==> config.mk <==
export PLATFORM = sky130hd
export DESIGN_NAME = tally_session_arbiter
export DESIGN_NICKNAME = d
export VERILOG_FILES = /design/src/rtl/tally_session_arbiter.sv
export SDC_FILE = /design/constraint.sdc
export NUM_CORES = 1
export LEC_CHECK = 0
export CAP_MARGIN = 25
export CORE_MARGIN = 5
export CORE_UTILIZATION = 51
export CTS_BUF_LIST = sky130_fd_sc_hd__clkbuf_2
export DETAILED_ROUTE_END_ITERATION = 16
export PLACE_DENSITY_LB_ADDON = 0.1
export REMOVE_ABC_BUFFERS = 1
export SKIP_CTS_REPAIR_TIMING = 1
export SYNTH_ARGS = -nofsm -noshare
export SYNTH_HDL_FRONTEND = slang
export SYNTH_SLANG_ARGS = --single-unit
export TNS_END_PERCENT = 10
==> constraint.sdc <==
create_clock -name clk -period 1.65 [get_ports clk]
set_input_delay 0.2475 -clock clk [delete_from_list [all_inputs] [get_ports clk]]
set_output_delay 0.2475 -clock clk [all_outputs]
set_load 0.05 [all_outputs]
==> src/rtl/tally_session_arbiter.sv <==
// Round-robin arbiter sharing one two-ones/two-zeros tally detector between two requesters.
// Optional per-requester pass counters are built when TALLY_PASS_COUNT_EN is defined.
module tally_session_arbiter #(
   parameter int TIMEOUT = 1000,
   parameter int TW      = 10
) (
   input  logic        clk,
   input  logic        reset,
   input  logic [1:0]  req,
   input  logic [1:0]  one_in,
   input  logic [1:0]  zero_in,
   input  logic        det_out,
   output logic        det_reset,
   output logic        det_one,
   output logic        det_zero,
   output logic [1:0]  grant,
   output logic        busy,
   output logic        done,
   output logic        pass,
`ifdef TALLY_PASS_COUNT_EN
   output logic [15:0] pass_count,
`endif
   output logic        result_id
);

   typedef enum logic [1:0] {
      ST_IDLE   = 2'd0,
      ST_CLEAR  = 2'd1,
      ST_RUN    = 2'd2,
      ST_REPORT = 2'd3
   } state_t;

   localparam logic [TW-1:0] TIMEOUT_M1 = TW'(TIMEOUT - 1);
   localparam logic [TW-1:0] TIMER_ONE  = TW'(1);

   state_t        state_r;
   logic          g_r;
   logic          last_served_r;
   logic          clr_cnt_r;
   logic [TW-1:0] timer_r;
   logic          one_mask_r;
   logic          zero_mask_r;
   logic          win_s;
   logic          exit_s;

   // Round-robin pick: a lone request wins, a tie goes to whoever was not served last
   always_comb begin
      win_s = 1'b0;
      case (req)
         2'b01:   win_s = 1'b0;
         2'b10:   win_s = 1'b1;
         2'b11:   win_s = ~last_served_r;
         default: win_s = 1'b0;
      endcase
   end

   // Session end condition: detector hit, timer expiry or the owner dropping its request
   always_comb begin
      if (det_out || (timer_r == TIMEOUT_M1) || !req[g_r]) begin
         exit_s = 1'b1;
      end else begin
         exit_s = 1'b0;
      end
   end

   // Session FSM with all detector-facing and status outputs registered
   always_ff @(posedge clk or negedge reset) begin
      if (!reset) begin
         state_r       <= ST_IDLE;
         g_r           <= 1'b0;
         last_served_r <= 1'b1;
         clr_cnt_r     <= 1'b0;
         timer_r       <= {TW{1'b0}};
         one_mask_r    <= 1'b1;
         zero_mask_r   <= 1'b1;
         grant         <= 2'b00;
         det_reset     <= 1'b1;
         det_one       <= 1'b0;
         det_zero      <= 1'b0;
         busy          <= 1'b0;
         done          <= 1'b0;
         pass          <= 1'b0;
         result_id     <= 1'b0;
      end else begin
         done <= 1'b0;
         case (state_r)
            ST_IDLE: begin
               if (req != 2'b00) begin
                  g_r       <= win_s;
                  grant     <= win_s ? 2'b10 : 2'b01;
                  busy      <= 1'b1;
                  clr_cnt_r <= 1'b0;
                  state_r   <= ST_CLEAR;
               end
            end
            ST_CLEAR: begin
               one_mask_r  <= 1'b1;
               zero_mask_r <= 1'b1;
               if (clr_cnt_r) begin
                  det_reset <= 1'b0;
                  timer_r   <= {TW{1'b0}};
                  state_r   <= ST_RUN;
               end else begin
                  clr_cnt_r <= 1'b1;
               end
            end
            ST_RUN: begin
               // A level held since grant stays masked until it is seen low once
               one_mask_r  <= one_mask_r & one_in[g_r];
               zero_mask_r <= zero_mask_r & zero_in[g_r];
               if (exit_s) begin
                  pass      <= det_out;
                  done      <= 1'b1;
                  result_id <= g_r;
                  det_reset <= 1'b1;
                  det_one   <= 1'b0;
                  det_zero  <= 1'b0;
                  state_r   <= ST_REPORT;
               end else begin
                  timer_r  <= timer_r + TIMER_ONE;
                  det_one  <= one_in[g_r] & ~one_mask_r;
                  det_zero <= zero_in[g_r] & ~zero_mask_r;
               end
            end
            ST_REPORT: begin
               grant         <= 2'b00;
               busy          <= 1'b0;
               last_served_r <= g_r;
               state_r       <= ST_IDLE;
            end
            default: begin
               grant     <= 2'b00;
               det_reset <= 1'b1;
               det_one   <= 1'b0;
               det_zero  <= 1'b0;
               busy      <= 1'b0;
               state_r   <= ST_IDLE;
            end
         endcase
      end
   end

`ifdef TALLY_PASS_COUNT_EN
   // Per-requester count of passing sessions, saturating at 255
   always_ff @(posedge clk or negedge reset) begin
      if (!reset) begin
         pass_count <= 16'h0000;
      end else if (done && pass) begin
         if (result_id) begin
            if (pass_count[15:8] != 8'hFF) pass_count[15:8] <= pass_count[15:8] + 8'h01;
         end else begin
            if (pass_count[7:0] != 8'hFF) pass_count[7:0] <= pass_count[7:0] + 8'h01;
         end
      end
   end
`endif

endmodule

==> impl_metrics.json, run 1 <==
{
  "clockBufferDepth": 2,
  "fin_skew_ns": 0.0158,
  "grt_first_pass_wirelength_mm": 6.24,
  "cap_violations": 0,
  "synth.avg_cell_area_um2": 9.48,
  "netlist_area_mm2": 0.00149,
  "fin_crit_ns": 1.65,
  "critPathKind": "flip-flop to flip-flop",
  "ios": 18,
  "rsz0062_at_grt": "yes",
  "diodes": 0,
  "htreeDepth": 1,
  "synthCells": 157,
  "antenna_found_initial": 0,
  "yosysSeqAreaShare_pct": 44.1,
  "synth_top_area_share_pct": 37.0,
  "synth.area.mux_share_pct": 5.21,
  "root_buffer": "clkbuf_2",
  "cts_tree": "done",
  "async_flop_share_pct": 100,
  "drt_iter0_drc": 72,
  "cpMaxStageDelayCell": "dfrtp_1",
  "layout.nets": 219,
  "cpLargestDelayFamily": "flip-flops",
  "holdWs_ns": 0.205,
  "dieArea_mm2": 0.00410,
  "layout-drive-gt1-share_pct": 33.8,
  "drt-pass1-iter-count": 5,
  "yosysTopAreaCell": "dfrtp_1",
  "design.core.area_mm2": 0.00278,
  "max_slew_margin_pct": 72.4,
  "path_max_fanout": 7,
  "p_per_area_mw_per_mm2": 1790,
  "placed_area_mm2": 0.00190,
  "dp_hpwl_mm": 2.72,
  "synthAdderAreaFrac_pct": 4.21,
  "crit_chain": "ha_2 -> and4bb_1 -> nand4_1 -> buf_4 -> a41o_1 -> o21ai_1",
  "floorplan.initialDensity_pct": 53.5,
  "final_hold_viol_count": 0,
  "endpoint_kind": "flip-flop",
  "vias_per_cell": 6.16,
  "finalCritPeriodShare_pct": 99.9,
  "layout.cells.non_filler": 235,
  "total_power_mw": 3.61,
  "synthSimpleGateAreaFrac_pct": 24.3,
  "portBuffers": 17,
  "status": "finished clean",
  "syn2layout_area_growth_pct": 35.8,
  "finish.instance_area_mm2": 0.00202,
  "startpoint_type": "flip-flop",
  "synth_edf_count": 0,
  "worstPathArrival_ns": 1.96,
  "tightestPinTransition_ns": 0.410,
  "rr_startpoint": "timer_r[1]",
  "dp_slack_ns": -0.206,
  "reg2reg_to": "timer_r[2]",
  "synth_top_family_by_area": "simple AND/OR/NAND/NOR gates",
  "path_clk_slew_ns": 0.26,
  "slew_violations": 0,
  "first_global_vias": 1426,
  "utilization_pct": 72.6,
  "vias": 1447,
  "yosysMostFrequentCell": "dfrtp_1",
  "rows": 19,
  "hold_path_class": "primary input to async pin",
  "setup_tns_ns": 0,
  "yosys_warnings": 0,
  "fmax_mhz": 607,
  "overflow": 0,
  "ys_top_cells_by_area": "dfrtp_1 (37%), dfstp_2 (7.1%), nand2_1 (5.0%), ha_1 (4.2%), nand3_1 (2.7%)",
  "slowest_delay_ns": 0.43,
  "dp_cells": 230,
  "synth_top_flop_cell": "dfrtp_1",
  "synth_cell_type_count": 45,
  "die_h_um": 64.0,
  "grt_max_degree": 27,
  "gp_congestion": 0.877,
  "drc": 0,
  "clkSinkCount": 26,
  "cp.required_ns": 1.96,
  "routedWlPerCell_um": 16.3,
  "numCtsBuffers": 3,
  "path_buf_inv": 1,
  "synth_xor_area_share_pct": 0,
  "clk_latency_ns": 0.37,
  "finalSetupViolCount": 0,
  "ys_top_cells_by_count": "dfrtp_1 (22), nand2_1 (20), inv_1 (8), nand3_1 (8), a21oi_1 (7)",
  "wl_mm": 3.84,
  "leakagePower_nw": 0.886,
  "r2r_slack_ns": 0.001,
  "layout_setup_ws_ns": 0.00137,
  "grt_usage_pct": 18.4,
  "synth_compound_area_share_pct": 17.8,
  "ir_worst_vdd_uv": 1580,
  "r2r_cells": 6,
  "fp.dieW_um": 64.0,
  "ys_seq_elements": 26,
  "antenna_left": 0
}
flip-flops by register name, indices dropped and copies added, names as in the netlist:
signal         flops
busy               1
clr_cnt_r          1
det_one            1
det_reset          1
det_zero           1
done               1
g_r                1
grant              2
last_served_r      1
one_mask_r         1
pass               1
result_id          1
state_r            2
timer_r           10
zero_mask_r        1
cells in the final DEF, fill, tap and decap left out, drive strengths merged, types with 4 or more instances in the layout:
| master | instances |
|---|---|
| dfrtp | 22 |
| inv | 8 |
| nand2 | 20 |
| mux2i | 4 |
| o21ai | 6 |
| nor2 | 6 |
| nand3 | 8 |
| a21o | 4 |
| dfstp | 4 |
| buf | 42 |
| o211ai | 4 |
| a21oi | 7 |
| nand4 | 5 |
| ha | 5 |
| nor2b | 4 |
| clkdlybuf4s50 | 8 |
layout make-up:
| type | instances | area [µm²] |
|---|---|---|
| clock buffer | 3 | 15.0 |
| clock inverter | 1 | 3.75 |
| fill | 201 | 761 |
| inverter | 8 | 30.0 |
| multi-input combinational | 116 | 857 |
| sequential | 26 | 656 |
| tap | 31 | 38.8 |
| timing repair buffer | 50 | 420 |
worst max-delay path by stage:
stage,from,endpoint,depth (start not counted)
after detailed placement,req[0],result_id,5
after floorplan,state_r[0],timer_r[3],5
after global routing,timer_r[0],timer_r[2],6
after global placement,req[0],timer_r[7],5
after CTS,timer_r[0],result_id,5
final,timer_r[1],timer_r[2],6
routing by layer:
metal  GRT usage [%]  up-vias  wire length, µm
met5               0        -                0
met4            5.71        0               29
met3            2.80        5              143
met1            23.6      716             1640
met2            31.7       43             2030
li1                -      683                -
kinds of logic after synthesis:
group | after synthesis
flip-flops | 26
buffers and inverters | 15
AND/OR/NAND/NOR | 66
multiplexers | 7
AO/OA/AOI/OAI | 38
adder cells (fa/ha/maj) | 5
worst register-to-register path: stages, from the launching register on:
cell and delay, ns:
dfrtp_1 0.43, ha_2 0.19, and4bb_1 0.25, nand4_1 0.17
buf_4 0.21, a41o_1 0.24, o21ai_1 0.12
power by group:
group	internal [mW]	leakage [nW]	total (mW)	switching (mW)
Combinational	1.03	0.543	2.24	1.20
Clock	0.0526	0.0140	0.254	0.201
Sequential	0.918	0.329	1.11	0.196
Power figures use the tool's default switching activity.
==> inputs of run 2 (changes only) <==
==> constraint.sdc (replaced) <==
create_clock -name clk -period 1.8 [get_ports clk]
set_input_delay 0.27 -clock clk [delete_from_list [all_inputs] [get_ports clk]]
set_output_delay 0.27 -clock clk [all_outputs]
set_load 0.05 [all_outputs]
==> run 2 against run 1 <==
Against the previous run: the run now ends with setup timing left; power is 17% lower; first-iteration DRC count grew 4.2%; routed wire length down 9.3%; clock-buffer cell count is the same; die area unchanged; critical path type unchanged; critical endpoint is now state_r[1]; largest cell class unchanged; largest power group unchanged; highest routed layer unchanged.
==> impl_metrics.json, run 2 (synthesis gave the netlist of run 1 again) <==
{
  "path_max_fanout": 5,
  "fillers": 243,
  "die_h_um": 64.0,
  "diodes": 0,
  "rows": 19,
  "clockBufferDepth": 2,
  "numCtsBuffers": 3,
  "vias": 1336,
  "endpoint_kind": "flip-flop",
  "power_frac_clock_pct": 7.4,
  "ff_latch_area_um2": 656,
  "holdWs_ns": 0.235,
  "routedWlPerCell_um": 15.8,
  "utilization_pct": 66.8,
  "fmax_mhz": 547,
  "hold_path_class": "primary input to async pin",
  "path_clk_slew_ns": 0.25,
  "fp.dieW_um": 64.0,
  "design.core.area_mm2": 0.00278,
  "multi_input_area_um2": 781,
  "ios": 18,
  "swShare_pct": 45.6,
  "tightestPinTransition_ns": 0.518,
  "grt_max_degree": 27,
  "final_cell_mix": "dfrtp_1 (22), buf_4 (21), nand2_1 (20)",
  "path_buf_inv": 0,
  "rr_startpoint": "timer_r[0]",
  "p_per_area_mw_per_mm2": 1610,
  "clkSinkCount": 26,
  "finalCritPeriodShare_pct": 102,
  "setup_tns_ns": -0.0285,
  "dp_slack_ns": -0.0791,
  "drt_iter0_drc": 75,
  "p_seq_share_pct": 34.3,
  "wl_mm": 3.48,
  "finalSetupViolCount": 1,
  "slew_violations": 0,
  "grt_first_pass_wirelength_mm": 6.00,
  "syn2layout_area_growth_pct": 24.8,
  "internal_power_mw": 1.63,
  "antenna_found_initial": 0,
  "slowest_delay_ns": 0.47,
  "drc": 0,
  "fin_skew_ns": 0.0184,
  "gp_congestion": 0.867,
  "largest_register_ffs": 10,
  "ir_worst_vdd_uv": 1280,
  "rsz0062_at_grt": "yes",
  "worstPathArrival_ns": 2.10,
  "combPwrFrac_pct": 58.3,
  "dieArea_mm2": 0.00410,
  "overflow": 0,
  "max_slew_margin_pct": 65.4,
  "portBuffers": 17,
  "dp_cells": 217,
  "htreeDepth": 1,
  "layout-drive-gt1-share_pct": 20.0,
  "drt-pass1-iter-count": 4,
  "cts_tree": "done",
  "regMostFlops": "timer_r",
  "grt_usage_pct": 17.9,
  "first_global_vias": 1266,
  "cap_violations": 0,
  "status": "complete, but fails checks",
  "leakagePower_nw": 0.872,
  "layout.cells.non_filler": 221,
  "cpLargestDelayFamily": "flip-flops",
  "final_hold_viol_count": 0,
  "cp-startpoint": "timer_r[0]",
  "largestRegisters": "timer_r: 10 flops, grant: 2 flops, state_r: 2 flops",
  "dp_hpwl_mm": 2.55,
  "cpMaxStageDelayCell": "dfrtp_1",
  "root_buffer": "clkbuf_2",
  "vias_per_cell": 6.05,
  "cp.required_ns": 2.08,
  "final_common_cell": "dfrtp_1",
  "p_switching_mw": 1.37,
  "floorplan.initialDensity_pct": 53.5,
  "clk_latency_ns": 0.35,
  "layout.nets": 205,
  "antenna_left": 0,
  "crit_chain": "ha_2 -> and4bb_2 -> nand4_1 -> a31oi_1 -> mux2_1",
  "layout_setup_ws_ns": -0.0285,
  "fin_crit_ns": 1.83,
  "violations": "setup timing",
  "startpoint_type": "flip-flop",
  "critPathKind": "flip-flop to flip-flop"
}
==> run 2: path summary, 6_finish.rpt <==
kind / end / slack, ns / depth (start not counted)
max reg2reg: state_r[1] / -0.03 / 5
min: g_r / 0.24 / 2
min reg2reg: result_id / 0.52 / 1
max in group asynchronous: one_mask_r / 1.25 / 2
min in group clk: result_id / 0.52 / 1
max: state_r[1] / -0.03 / 5
==> run 2: layout make-up <==
class                      instances  share of cell area (%)
inverter                           8                    1.62
clock inverter                     1                   0.202
tap                               31                    2.09
timing repair buffer              36                    17.9
multi-input combinational        116                    42.0
clock buffer                       3                   0.809
sequential                        26                    35.3
==> run 2: routing by layer <==
| metal | share of wire [%] | wire (µm) | track usage (%) | vias to the layer above |
|---|---|---|---|---|
| li1 | - | - | - | 650 |
| met1 | 45 | 1560 | 24.5 | 644 |
| met2 | 49 | 1720 | 28.3 | 38 |
| met3 | 5.2 | 180 | 3.50 | 4 |
| met4 | 0.49 | 17 | 5.71 | 0 |
| met5 | 0 | 0 | 0 | - |
==> run 2: power by group through the flow <==
stage                     clock [mW]  sequential [mW]  combinational [mW]
after floorplan                    0             1.32               0.797
after CTS                      0.234             1.03                1.74
after global routing           0.265             1.06                1.89
final                          0.222             1.03                1.75
after global placement             0             1.02                1.69
after detailed placement           0             1.04                1.74
==> run 2: per-stage QoR <==
step           instance area (µm²)  total power, mW
2_1_floorplan                 1450             2.12
3_3_place_gp                  1810             2.71
4_1_cts                       1830             3.00
6_report                      1860             3.00
3_5_place_dp                  1810             2.78
5_1_grt                       1860             3.22
==> inputs of run 3 (changes only) <==
--- a/config.mk
+++ b/config.mk
@@ -12,7 +12,9 @@
 export DETAILED_ROUTE_END_ITERATION = 16
 export PLACE_DENSITY_LB_ADDON = 0.1
 export REMOVE_ABC_BUFFERS = 1
+export SETUP_SLACK_MARGIN = 0.15
 export SKIP_CTS_REPAIR_TIMING = 1
+export SKIP_LAST_GASP = 1
 export SYNTH_ARGS = -nofsm -noshare
 export SYNTH_HDL_FRONTEND = slang
 export SYNTH_SLANG_ARGS = --single-unit
==> run 3 against run 2 <==
Against the previous run: the run still ends with setup timing left; final cell count is 0.90% higher; register-to-register slack gained 0.03 ns; sequential cell count unchanged; utilization rose by 0.31 points; via count rose by 2.1%; routed wire length grew 1.2%; largest cell class unchanged; setup slack worse by 0.00061 ns; clock skew decreased by 0.0026 ns; combinational power rose by 2%; clock power is essentially flat; global-route usage stayed put; largest power group unchanged.
==> impl_metrics.json, run 3 (synthesis gave the netlist of run 1 again) <==
{
  "status": "complete, but fails checks",
  "violations": "setup timing",
  "reg2reg_to": "timer_r[5]",
  "design.core.area_mm2": 0.00278,
  "p_seq_share_pct": 33.7,
  "diodes": 0,
  "cp.required_ns": 1.53,
  "critPathKind": "flip-flop to primary output",
  "cpMaxStageDelayCell": "clkdlybuf4s50_1",
  "endpoint_kind": "primary output",
  "clkSinkCount": 26,
  "vias_per_cell": 6.12,
  "ir_worst_vdd_uv": 1300,
  "finalCritPeriodShare_pct": 102,
  "fin_crit_ns": 1.83,
  "clk_latency_ns": 0.35,
  "final_common_cell": "buf_4",
  "layout.nets": 207,
  "combPwrFrac_pct": 58.9,
  "grt_first_pass_wirelength_mm": 6.00,
  "numCtsBuffers": 3,
  "crit_chain": "clkdlybuf4s50_1",
  "drc": 0,
  "startpoint_type": "flip-flop",
  "r2r_cells": 6,
  "cap_violations": 0,
  "setup_tns_ns": -0.0831,
  "portBuffers": 17,
  "worstPathArrival_ns": 1.56,
  "gp_congestion": 0.867,
  "leakagePower_nw": 0.817,
  "rr_startpoint": "state_r[1]",
  "path_max_fanout": 2,
  "layout_setup_ws_ns": -0.0291,
  "vias": 1364,
  "grt_usage_pct": 17.9,
  "largestRegisters": "timer_r: 10 flops, grant: 2 flops, state_r: 2 flops",
  "drt-pass1-iter-count": 4,
  "slowest_delay_ns": 0.81,
  "rows": 19,
  "root_buffer": "clkbuf_2",
  "cts_tree": "done",
  "fmax_mhz": 547,
  "tightestPinTransition_ns": 0.516,
  "ios": 18,
  "largest_register_ffs": 10,
  "clockBufferDepth": 2,
  "r2r_slack_ns": 0,
  "htreeDepth": 1,
  "p_switching_mw": 1.38,
  "syn2layout_area_growth_pct": 25.4,
  "antenna_found_initial": 0,
  "max_slew_margin_pct": 65.5,
  "path_clk_slew_ns": 0.25,
  "internal_power_mw": 1.66,
  "cp-startpoint": "pass",
  "rsz0062_at_grt": "yes",
  "path_buf_inv": 1,
  "routedWlPerCell_um": 15.8,
  "dp_hpwl_mm": 2.55,
  "grt_max_degree": 27,
  "fin_skew_ns": 0.0157,
  "hold_path_class": "primary input to async pin",
  "p_per_area_mw_per_mm2": 1630,
  "fp.dieW_um": 64.0,
  "slew_violations": 0,
  "dieArea_mm2": 0.00410,
  "finalSetupViolCount": 5,
  "wl_mm": 3.52,
  "antenna_left": 0,
  "cpLargestDelayFamily": "buffers and inverters",
  "overflow": 0,
  "fillers": 242,
  "final_cell_mix": "buf_4 (23), dfrtp_1 (22), nand2_1 (20), clkdlybuf4s50_1 (13)",
  "floorplan.initialDensity_pct": 53.5,
  "die_h_um": 64.0,
  "final_hold_viol_count": 0,
  "power_frac_clock_pct": 7.4,
  "first_global_vias": 1266,
  "utilization_pct": 67.1,
  "swShare_pct": 45.4,
  "layout-drive-gt1-share_pct": 20.8,
  "drt_iter0_drc": 60,
  "regMostFlops": "timer_r"
}
==> run 3: changes by cell type in the layout (fill, tap and decap cells not counted), sizes merged <==
| cell | previous run | this run |
|---|---|---|
| buf | 22 | 24 |
| clkdlybuf4s50 | 8 | 13 |
| dlymetal6s2s | 6 | 1 |
==> run 3: power groups by stage <==
| stage | clock network [mW] | registers [mW] | logic, mW |
|---|---|---|---|
| 3_5_place_dp | 0 | 1.04 | 1.74 |
| 3_3_place_gp | 0 | 1.02 | 1.69 |
| 6_report | 0.224 | 1.03 | 1.79 |
| 5_1_grt | 0.265 | 1.06 | 1.94 |
| 2_1_floorplan | 0 | 1.32 | 0.797 |
| 4_1_cts | 0.234 | 1.03 | 1.74 |
==> run 3: how the worst max path moves through the flow <==
stage                  to  slack (ns)  depth (start not counted)
2_1_floorplan  timer_r[3]        0.02                          5
3_3_place_gp   timer_r[7]       -0.05                          5
3_5_place_dp   timer_r[7]       -0.08                          5
4_1_cts          grant[1]       -0.07                          1
5_1_grt           det_one       -0.13                          1
6_report             pass       -0.03                          1
==> run 3: cell type report <==
cell class              instances  area [µm²]  share of cell area, %
multi-input cells             116         787                   42.2
flip-flops and latches         26         656                   35.1
repair buffers                 38         335                   18.0
well taps                      31        38.8                   2.08
inverters                       8        30.0                   1.61
clock buffers                   3        15.0                  0.805
clock inverters                 1        3.75                  0.201
==> run 3: per-layer routing <==
layer / wire length (µm) / share of wire [%] / vias up / global-route usage (%)
met5: 0 / 0 / - / 0
met4: 29 / 0.82 / 0 / 5.71
met3: 207 / 5.9 / 4 / 3.50
met2: 1730 / 49 / 37 / 28.3
met1: 1550 / 44 / 667 / 24.5
li1: - / - / 656 / -
==> run 3: metrics by stage <==
stage | instances | setup slack [ns] | instance area (µm²) | hold slack (ns) | power, mW
floorplan | 150 | 0.0188 | 1450 | -0.0256 | 2.12
global placement | 217 | -0.0461 | 1810 | 0.479 | 2.71
detailed placement | 217 | -0.0791 | 1810 | 0.489 | 2.78
CTS | 221 | -0.0687 | 1830 | 0.228 | 3.00
global route | 223 | -0.129 | 1870 | 0.205 | 3.26
finish | 223 | -0.0291 | 1870 | 0.233 | 3.04
